**src/rtl/lsu_pkg.sv**
```systemverilog
// lsu_pkg: definitions shared by the load/store alignment unit and its
// load-extension sub-module.
//   - RV32I funct3 width/sign codes for loads and stores
//   - FSM state encoding for the sub-word read-modify-write sequence
//   - byte-lane mask constants and a helper that places them on a word
package lsu_pkg;

    localparam logic [2:0] F3_B  = 3'b000;
    localparam logic [2:0] F3_H  = 3'b001;
    localparam logic [2:0] F3_W  = 3'b010;
    localparam logic [2:0] F3_BU = 3'b100;
    localparam logic [2:0] F3_HU = 3'b101;

    typedef enum logic {
        ST_IDLE  = 1'b0,
        ST_MERGE = 1'b1
    } state_e;

    localparam logic [3:0] LANE_MASK_B = 4'b0001;
    localparam logic [3:0] LANE_MASK_H = 4'b0011;

    // Byte-lane write mask for a sub-word store. Halfwords always sit on
    // lane 0 or lane 2, selected by offset bit 1 only.
    function automatic logic [3:0] laneMask(input logic [2:0] f3, input logic [1:0] off);
        if (f3 == F3_H) begin
            return LANE_MASK_H << {off[1], 1'b0};
        end
        return LANE_MASK_B << off;
    endfunction

endpackage

```
**src/rtl/lsu_load_ext.sv**
```systemverilog
// lsu_load_ext: combinational load-data extraction and extension.
// Picks the addressed byte or halfword out of a little-endian memory word
// and sign- or zero-extends it; a word load passes the word through.
// Ports:
//   mem_rd  in  XLEN  raw memory word
//   addr_lo in  2     byte offset within the word
//   funct3  in  3     RV32I load width/sign code
//   rdata   out XLEN  extended load data (0 for undefined funct3)
module lsu_load_ext
    import lsu_pkg::*;
#(
    parameter int XLEN = 32
) (
    input  logic [XLEN-1:0] mem_rd,
    input  logic [1:0]      addr_lo,
    input  logic [2:0]      funct3,
    output logic [XLEN-1:0] rdata
);

    logic [7:0]  byteSel;
    logic [15:0] halfSel;

    // Halfwords ignore offset bit 0; a misaligned halfword is either trapped
    // upstream or deliberately rounded down to its aligned lane pair.
    always_comb begin
        byteSel = mem_rd[{addr_lo, 3'b000} +: 8];
        halfSel = addr_lo[1] ? mem_rd[31:16] : mem_rd[15:0];
        case (funct3)
            F3_B:    rdata = {{(XLEN-8){byteSel[7]}}, byteSel};
            F3_BU:   rdata = {{(XLEN-8){1'b0}}, byteSel};
            F3_H:    rdata = {{(XLEN-16){halfSel[15]}}, halfSel};
            F3_HU:   rdata = {{(XLEN-16){1'b0}}, halfSel};
            F3_W:    rdata = mem_rd;
            default: rdata = '0;
        endcase
    end

endmodule

```
**src/rtl/lsu_align.sv**
```systemverilog
// lsu_align: load/store alignment unit between the RV32I single-cycle
// datapath and a word-oriented data memory with combinational reads.
// Loads complete in the same cycle. SW writes in one cycle. SB/SH run a
// two-cycle read-modify-write: the first cycle stalls the core and captures
// the old word, the second writes the merged word back.
// Optional build macro: LSU_MISALIGN_TRAP_EN flags misaligned H/HU/W
// accesses, suppresses misaligned stores and zeroes misaligned loads.
// Ports:
//   clk, rst          clock, synchronous active-high reset
//   req, we           access valid, 1 = store
//   funct3            width/sign code
//   addr, wdata       byte address, store data
//   rdata             extended load data
//   stall             hold the core while a sub-word store reads
//   misaligned        misaligned access flag (0 without the macro)
//   mem_we, mem_ad    memory write enable, word index
//   mem_wd, mem_rd    memory write data, memory read data
module lsu_align
    import lsu_pkg::*;
#(
    parameter int XLEN   = 32,
    parameter int MEM_AW = 32
) (
    input  logic              clk,
    input  logic              rst,
    input  logic              req,
    input  logic              we,
    input  logic [2:0]        funct3,
    input  logic [XLEN-1:0]   addr,
    input  logic [XLEN-1:0]   wdata,
    output logic [XLEN-1:0]   rdata,
    output logic              stall,
    output logic              misaligned,
    output logic              mem_we,
    output logic [MEM_AW-1:0] mem_ad,
    output logic [XLEN-1:0]   mem_wd,
    input  logic [XLEN-1:0]   mem_rd
);

    state_e            state_q, state_d;
    logic [XLEN-1:0]   old_q;
    logic [1:0]        off_q;
    logic [2:0]        f3_q;
    logic [15:0]       wd_q;
    logic [MEM_AW-1:0] ad_q;

    logic [MEM_AW-1:0] wordIdx;
    logic              misalign;
    logic              isSub;
    logic              isWord;
    logic              startRmw;
    logic [XLEN-1:0]   extData;
    logic [XLEN-1:0]   laneData;
    logic [XLEN-1:0]   mergeData;
    logic [3:0]        mask;

    assign wordIdx = MEM_AW'({2'b00, addr[XLEN-1:2]});
    assign isSub   = (funct3 == F3_B) || (funct3 == F3_H);
    assign isWord  = (funct3 == F3_W);

`ifdef LSU_MISALIGN_TRAP_EN
    assign misalign = req && ((((funct3 == F3_H) || (funct3 == F3_HU)) && addr[0])
                              || (isWord && (addr[1:0] != 2'b00)));
`else
    assign misalign = 1'b0;
`endif
    assign misaligned = misalign;

    assign startRmw = (state_q == ST_IDLE) && req && we && isSub && !misalign;

    lsu_load_ext #(.XLEN(XLEN)) u_load_ext (
        .mem_rd  (mem_rd),
        .addr_lo (addr[1:0]),
        .funct3  (funct3),
        .rdata   (extData)
    );

    assign rdata = (req && !misalign) ? extData : '0;

    // Replace the latched target lane(s) of the captured old word with the
    // store data; the data is replicated so any lane can pick it up.
    always_comb begin
        mask      = laneMask(f3_q, off_q);
        laneData  = (f3_q == F3_H) ? {2{wd_q}} : {4{wd_q[7:0]}};
        mergeData = old_q;
        for (int k = 0; k < 4; k++) begin
            if (mask[k]) begin
                mergeData[8*k +: 8] = laneData[8*k +: 8];
            end
        end
    end

    // Next state and memory controls. MERGE ignores the core inputs and
    // always writes; reset overrides both handshake outputs so an
    // in-flight merge never reaches memory.
    always_comb begin
        state_d = state_q;
        stall   = 1'b0;
        mem_we  = 1'b0;
        mem_ad  = wordIdx;
        mem_wd  = wdata;
        case (state_q)
            ST_IDLE: begin
                if (startRmw) begin
                    stall   = 1'b1;
                    state_d = ST_MERGE;
                end else if (req && we && isWord && !misalign) begin
                    mem_we = 1'b1;
                end
            end
            ST_MERGE: begin
                mem_we  = 1'b1;
                mem_ad  = ad_q;
                mem_wd  = mergeData;
                state_d = ST_IDLE;
            end
            default: state_d = ST_IDLE;
        endcase
        if (rst) begin
            stall  = 1'b0;
            mem_we = 1'b0;
        end
    end

    // State register plus request capture on the cycle a sub-word store
    // starts; the captured old word is what the merge is built from.
    always_ff @(posedge clk) begin
        if (rst) begin
            state_q <= ST_IDLE;
            old_q   <= '0;
            off_q   <= '0;
            f3_q    <= '0;
            wd_q    <= '0;
            ad_q    <= '0;
        end else begin
            state_q <= state_d;
            if (startRmw) begin
                old_q <= mem_rd;
                off_q <= addr[1:0];
                f3_q  <= funct3;
                wd_q  <= wdata[15:0];
                ad_q  <= wordIdx;
            end
        end
    end

endmodule

```
**config.mk**
```make
export PLATFORM = sky130hd
export DESIGN_NAME = lsu_align
export DESIGN_NICKNAME = d
export VERILOG_FILES = /design/src/rtl/lsu_pkg.sv /design/src/rtl/lsu_load_ext.sv /design/src/rtl/lsu_align.sv
export SDC_FILE = /design/constraint.sdc
export NUM_CORES = 1
export LEC_CHECK = 0
export ABC_AREA = 1
export BUFFER_PORTS_ARGS = -buffer_cell sky130_fd_sc_hd__buf_2
export CORE_ASPECT_RATIO = 1.2
export CORE_MARGIN = 5
export CORE_UTILIZATION = 54
export CTS_CLUSTER_DIAMETER = 60
export DETAILED_ROUTE_END_ITERATION = 7
export PLACE_DENSITY = 0.87
export SLEW_MARGIN = 40
export SYNTH_ARGS = -nofsm -noshare
export SYNTH_HDL_FRONTEND = slang
export SYNTH_SLANG_ARGS = --single-unit
```
**constraint.sdc**
```tcl
create_clock -name clk -period 2 [get_ports clk]
set_input_delay 0.2 -clock clk [delete_from_list [all_inputs] [get_ports clk]]
set_output_delay 0.2 -clock clk [all_outputs]
set_load 0.01 [all_outputs]
```
==> out/qor.tcl <==
set qor(synth.top_cell.area_share) 0.322
set qor(worst-setup-path-type) {flop to primary output}
set qor(antenna_violations_before_repair) 0
set qor(areaGrowthSynthToFinish_pct) 25.7
set qor(tightest_slew_ps) 525
set qor(leakage_uw) 0.00342
set qor(tritoncts) {yes}
set qor(critical_path.max_fanout) 14
set qor(antenna_left) 0
set qor(layout.filler_cells) 888
set qor(switchingPower_uw) 1180
set qor(i_o_buffers) 198
set qor(num-nets-final) 1145
set qor(start_kind) {flop}
set qor(post_synth_inst_count) 870
set qor(largest_net_degree_at_the_start_of_global_routing) 72
set qor(post_synth_edffs) 0
set qor(design.portCount) 202
set qor(totalPowerFinal_uw) 4260
set qor(cts-buffers-inserted) 9
set qor(chipHeight_um) 118
set qor(first_global_vias) 5406
set qor(use_met1) 0.351
set qor(min_period_ps) 1880
set qor(dominantRegCellSynth) {sky130_fd_sc_hd__dfxtp_1}
set qor(yosys_register_bits) 84
set qor(asyncSetResetFlopFracSynth) 0
set qor(floorplan.rows) 39
set qor(hold_viol_final) 0
set qor(report.final.slew_viol_count) 0
set qor(floorplan.die_area_um2) 11800
set qor(fmax_mhz) 532
set qor(cell_at_the_root_of_the_clock_tree) {sky130_fd_sc_hd__clkbuf_16}
set qor(num_vias) 5964
set qor(ctsHoldBuffers) 0
set qor(drtPass1Iterations) 5
set qor(detailedRoute.firstIterationViolations) 373
set qor(final_layout_size_suffix_gt1_frac) 0.257
set qor(final.setup.tns_ps) 0
set qor(result_of_the_run) {finished, final reports clean}
set qor(power.density_nw_per_um2) 648
set qor(cts_sinks) 84
set qor(synth_cell_types) 23
set qor(cts-htree-levels) 3
set qor(worst_clock_skew_ps) 5.86
set qor(seq_power_share) 0.410
set qor(clock_insertion_delay_worst_skew_ps) 340
set qor(switching_share_of_power) 0.277
set qor(synth_area_leaders) {sky130_fd_sc_hd__dfxtp_1, sky130_fd_sc_hd__nand2_1, sky130_fd_sc_hd__o21ai_0, sky130_fd_sc_hd__a21oi_1, sky130_fd_sc_hd__inv_1}
set qor(core-area_um2) 9520
set qor(setup_violations) 0
set qor(critPathArrivalTime_ps) 1680
set qor(cts_clock_pin_slew_for_the_worst_setup_and_hold_paths_ps) 60
set qor(antenna_cells) 0
set qor(dp.final_hpwl_mm) 12.1
set qor(critical_path_required_ps) 1800
set qor(relSlewSlack) 0.650
set qor(synthesis.area_per_instance_um2) 6.01
set qor(yosys_warnings) 0
set qor(internal-power_uw) 3080
set qor(gr-usage-met2) 0.423
set qor(seq_area_um2) 1680
set qor(gr-max-usage-layer) {met2}
set qor(finalCritPeriodShare) 0.940
set qor(synth_sequential_area_ratio) 0.322
set qor(grt_setup_unrepaired) {no}
set qor(wl_per_cell_um) 13.6
set qor(max_cap_violations) 0
set qor(hold_class) {input port to flop}
set qor(grt-ovfl-total) 0
set qor(post-synth-top-area-cell) {sky130_fd_sc_hd__dfxtp_1}
set qor(wl_mm) 15.9
set qor(routed_via_density) 5.10
set qor(grt_usage) 0.269
set qor(groute.layer.met3.usage) 0.0439
set qor(die_x_um) 99.8
set qor(multi_input_comb_area_um2) 2770
set qor(clkPwrFrac) 0.399
set qor(worst_hold_slack_ps) 99.1
set qor(comb_power_share) 0.191
set qor(setup.worst_path.end_class) {primary output}
set qor(remaining_drc_errors) 0
set qor(syn_area_um2) 5230
set qor(start_util) 0.550
set qor(ctsLongestPathBuffers) 2
set qor(gp_routability_congestion) 1.02
set qor(grt_first_pass_wirelength_mm) 26.0
set qor(vdd_drop_max_mv) 0.599
[synthesized netlist by cell type (2+ instances only)]
cell	n
sky130_fd_sc_hd__a21oi_1	103
sky130_fd_sc_hd__a21oi_2	11
sky130_fd_sc_hd__buf_1	3
sky130_fd_sc_hd__buf_2	9
sky130_fd_sc_hd__buf_4	4
sky130_fd_sc_hd__buf_6	10
sky130_fd_sc_hd__clkbuf_1	30
sky130_fd_sc_hd__dfxtp_1	84
sky130_fd_sc_hd__inv_1	126
sky130_fd_sc_hd__inv_2	6
sky130_fd_sc_hd__nand2_1	242
sky130_fd_sc_hd__nand3_1	66
sky130_fd_sc_hd__nor2_1	38
sky130_fd_sc_hd__nor2_2	10
sky130_fd_sc_hd__nor2_4	2
sky130_fd_sc_hd__nor3_1	3
sky130_fd_sc_hd__o21ai_0	115
sky130_fd_sc_hd__o21ai_1	3
[state kept, by name (all words and copies together) (netlist names)]
register,cells
old_q,32
ad_q,30
wd_q,16
f3_q,3
off_q,2
state_q,1
[critical path, cell delays in order (launching register included)]
cell and delay [ps]:
sky130_fd_sc_hd__dfxtp_1 310, sky130_fd_sc_hd__inv_2 150, sky130_fd_sc_hd__nand3_4 120, sky130_fd_sc_hd__nand2_2 130
sky130_fd_sc_hd__buf_4 200, sky130_fd_sc_hd__nand3_1 100, sky130_fd_sc_hd__nand3_1 130, sky130_fd_sc_hd__nand2_1 60
sky130_fd_sc_hd__buf_2 130
[through the flow]
step | setup slack, ps | util | std cells | cell area [um2]
after floorplan | 644 | - | 872 | 5240
after global placement | 341 | 0.655 | 1154 | 6240
after detailed placement | 336 | 0.655 | 1154 | 6240
after CTS | 18.3 | 0.689 | 1170 | 6550
after global routing | 13.1 | 0.691 | 1170 | 6570
final | 121 | 0.691 | 1170 | 6570
[logic make-up (layout without fill, tap and decap cells)]
logic type,after synthesis,count (layout),synth area share
AOI/OAI and AO/OA,232,232,0.230
DFF,84,84,0.322
and+or+nand+nor,364,364,0.291
other,1,3,0.000717
buffers and inverters,189,364,0.157
[area by class of cell]
cell class / instances / share of cell area
Multi-Input combinational cell: 599 / 0.421
Sequential cell: 84 / 0.256
Timing Repair Buffer: 216 / 0.177
Inverter: 132 / 0.0754
Clock buffer: 11 / 0.0385
Tap cell: 123 / 0.0234
Clock inverter: 5 / 0.00895
[final timing paths]
| kind | start | endpoint | slack, ps | cells past startpoint |
|---|---|---|---|---|
| worst min register to register | ad_q[20] | ad_q[20] | 450 | 2 |
| worst max-delay path | f3_q[2] | mem_wd[21] | 120 | 8 |
| worst max register to register | state_q | old_q[24] | 440 | 5 |
| worst min-delay path | rst | state_q | 100 | 2 |
[per-layer routing]
layer	vias to the layer above	routed length, um	part of all wire
met5	-	0	0
met4	0	617	0.039
met3	51	1150	0.072
met2	258	7430	0.47
met1	2583	6750	0.42
li1	3072	-	-
[power by group through the flow]
stage / combinational, uW / sequential (uW) / clock (uW)
floorplan: 481 / 1780 / 0
global placement: 790 / 1780 / 0
detailed placement: 799 / 1780 / 0
CTS: 806 / 1750 / 1720
global route: 913 / 1750 / 1790
finish: 812 / 1750 / 1700
[what timing repair did]
item	CTS	global route
gates resized for setup	2	4
buffers inserted	0	0
endpoints found under the setup margin	2	31
[cells in the final DEF, fill, tap and decap left out, types with 11 or more instances in the layout]
| cell type | instances |
|---|---|
| sky130_fd_sc_hd__dfxtp_1 | 84 |
| sky130_fd_sc_hd__a21oi_1 | 103 |
| sky130_fd_sc_hd__buf_2 | 198 |
| sky130_fd_sc_hd__nand2_1 | 240 |
| sky130_fd_sc_hd__a21oi_2 | 11 |
| sky130_fd_sc_hd__o21ai_0 | 115 |
| sky130_fd_sc_hd__nor2_1 | 37 |
| sky130_fd_sc_hd__nand3_1 | 65 |
| sky130_fd_sc_hd__inv_1 | 125 |
| sky130_fd_sc_hd__buf_4 | 15 |
Note: power is estimated with default switching activity, not from simulation.
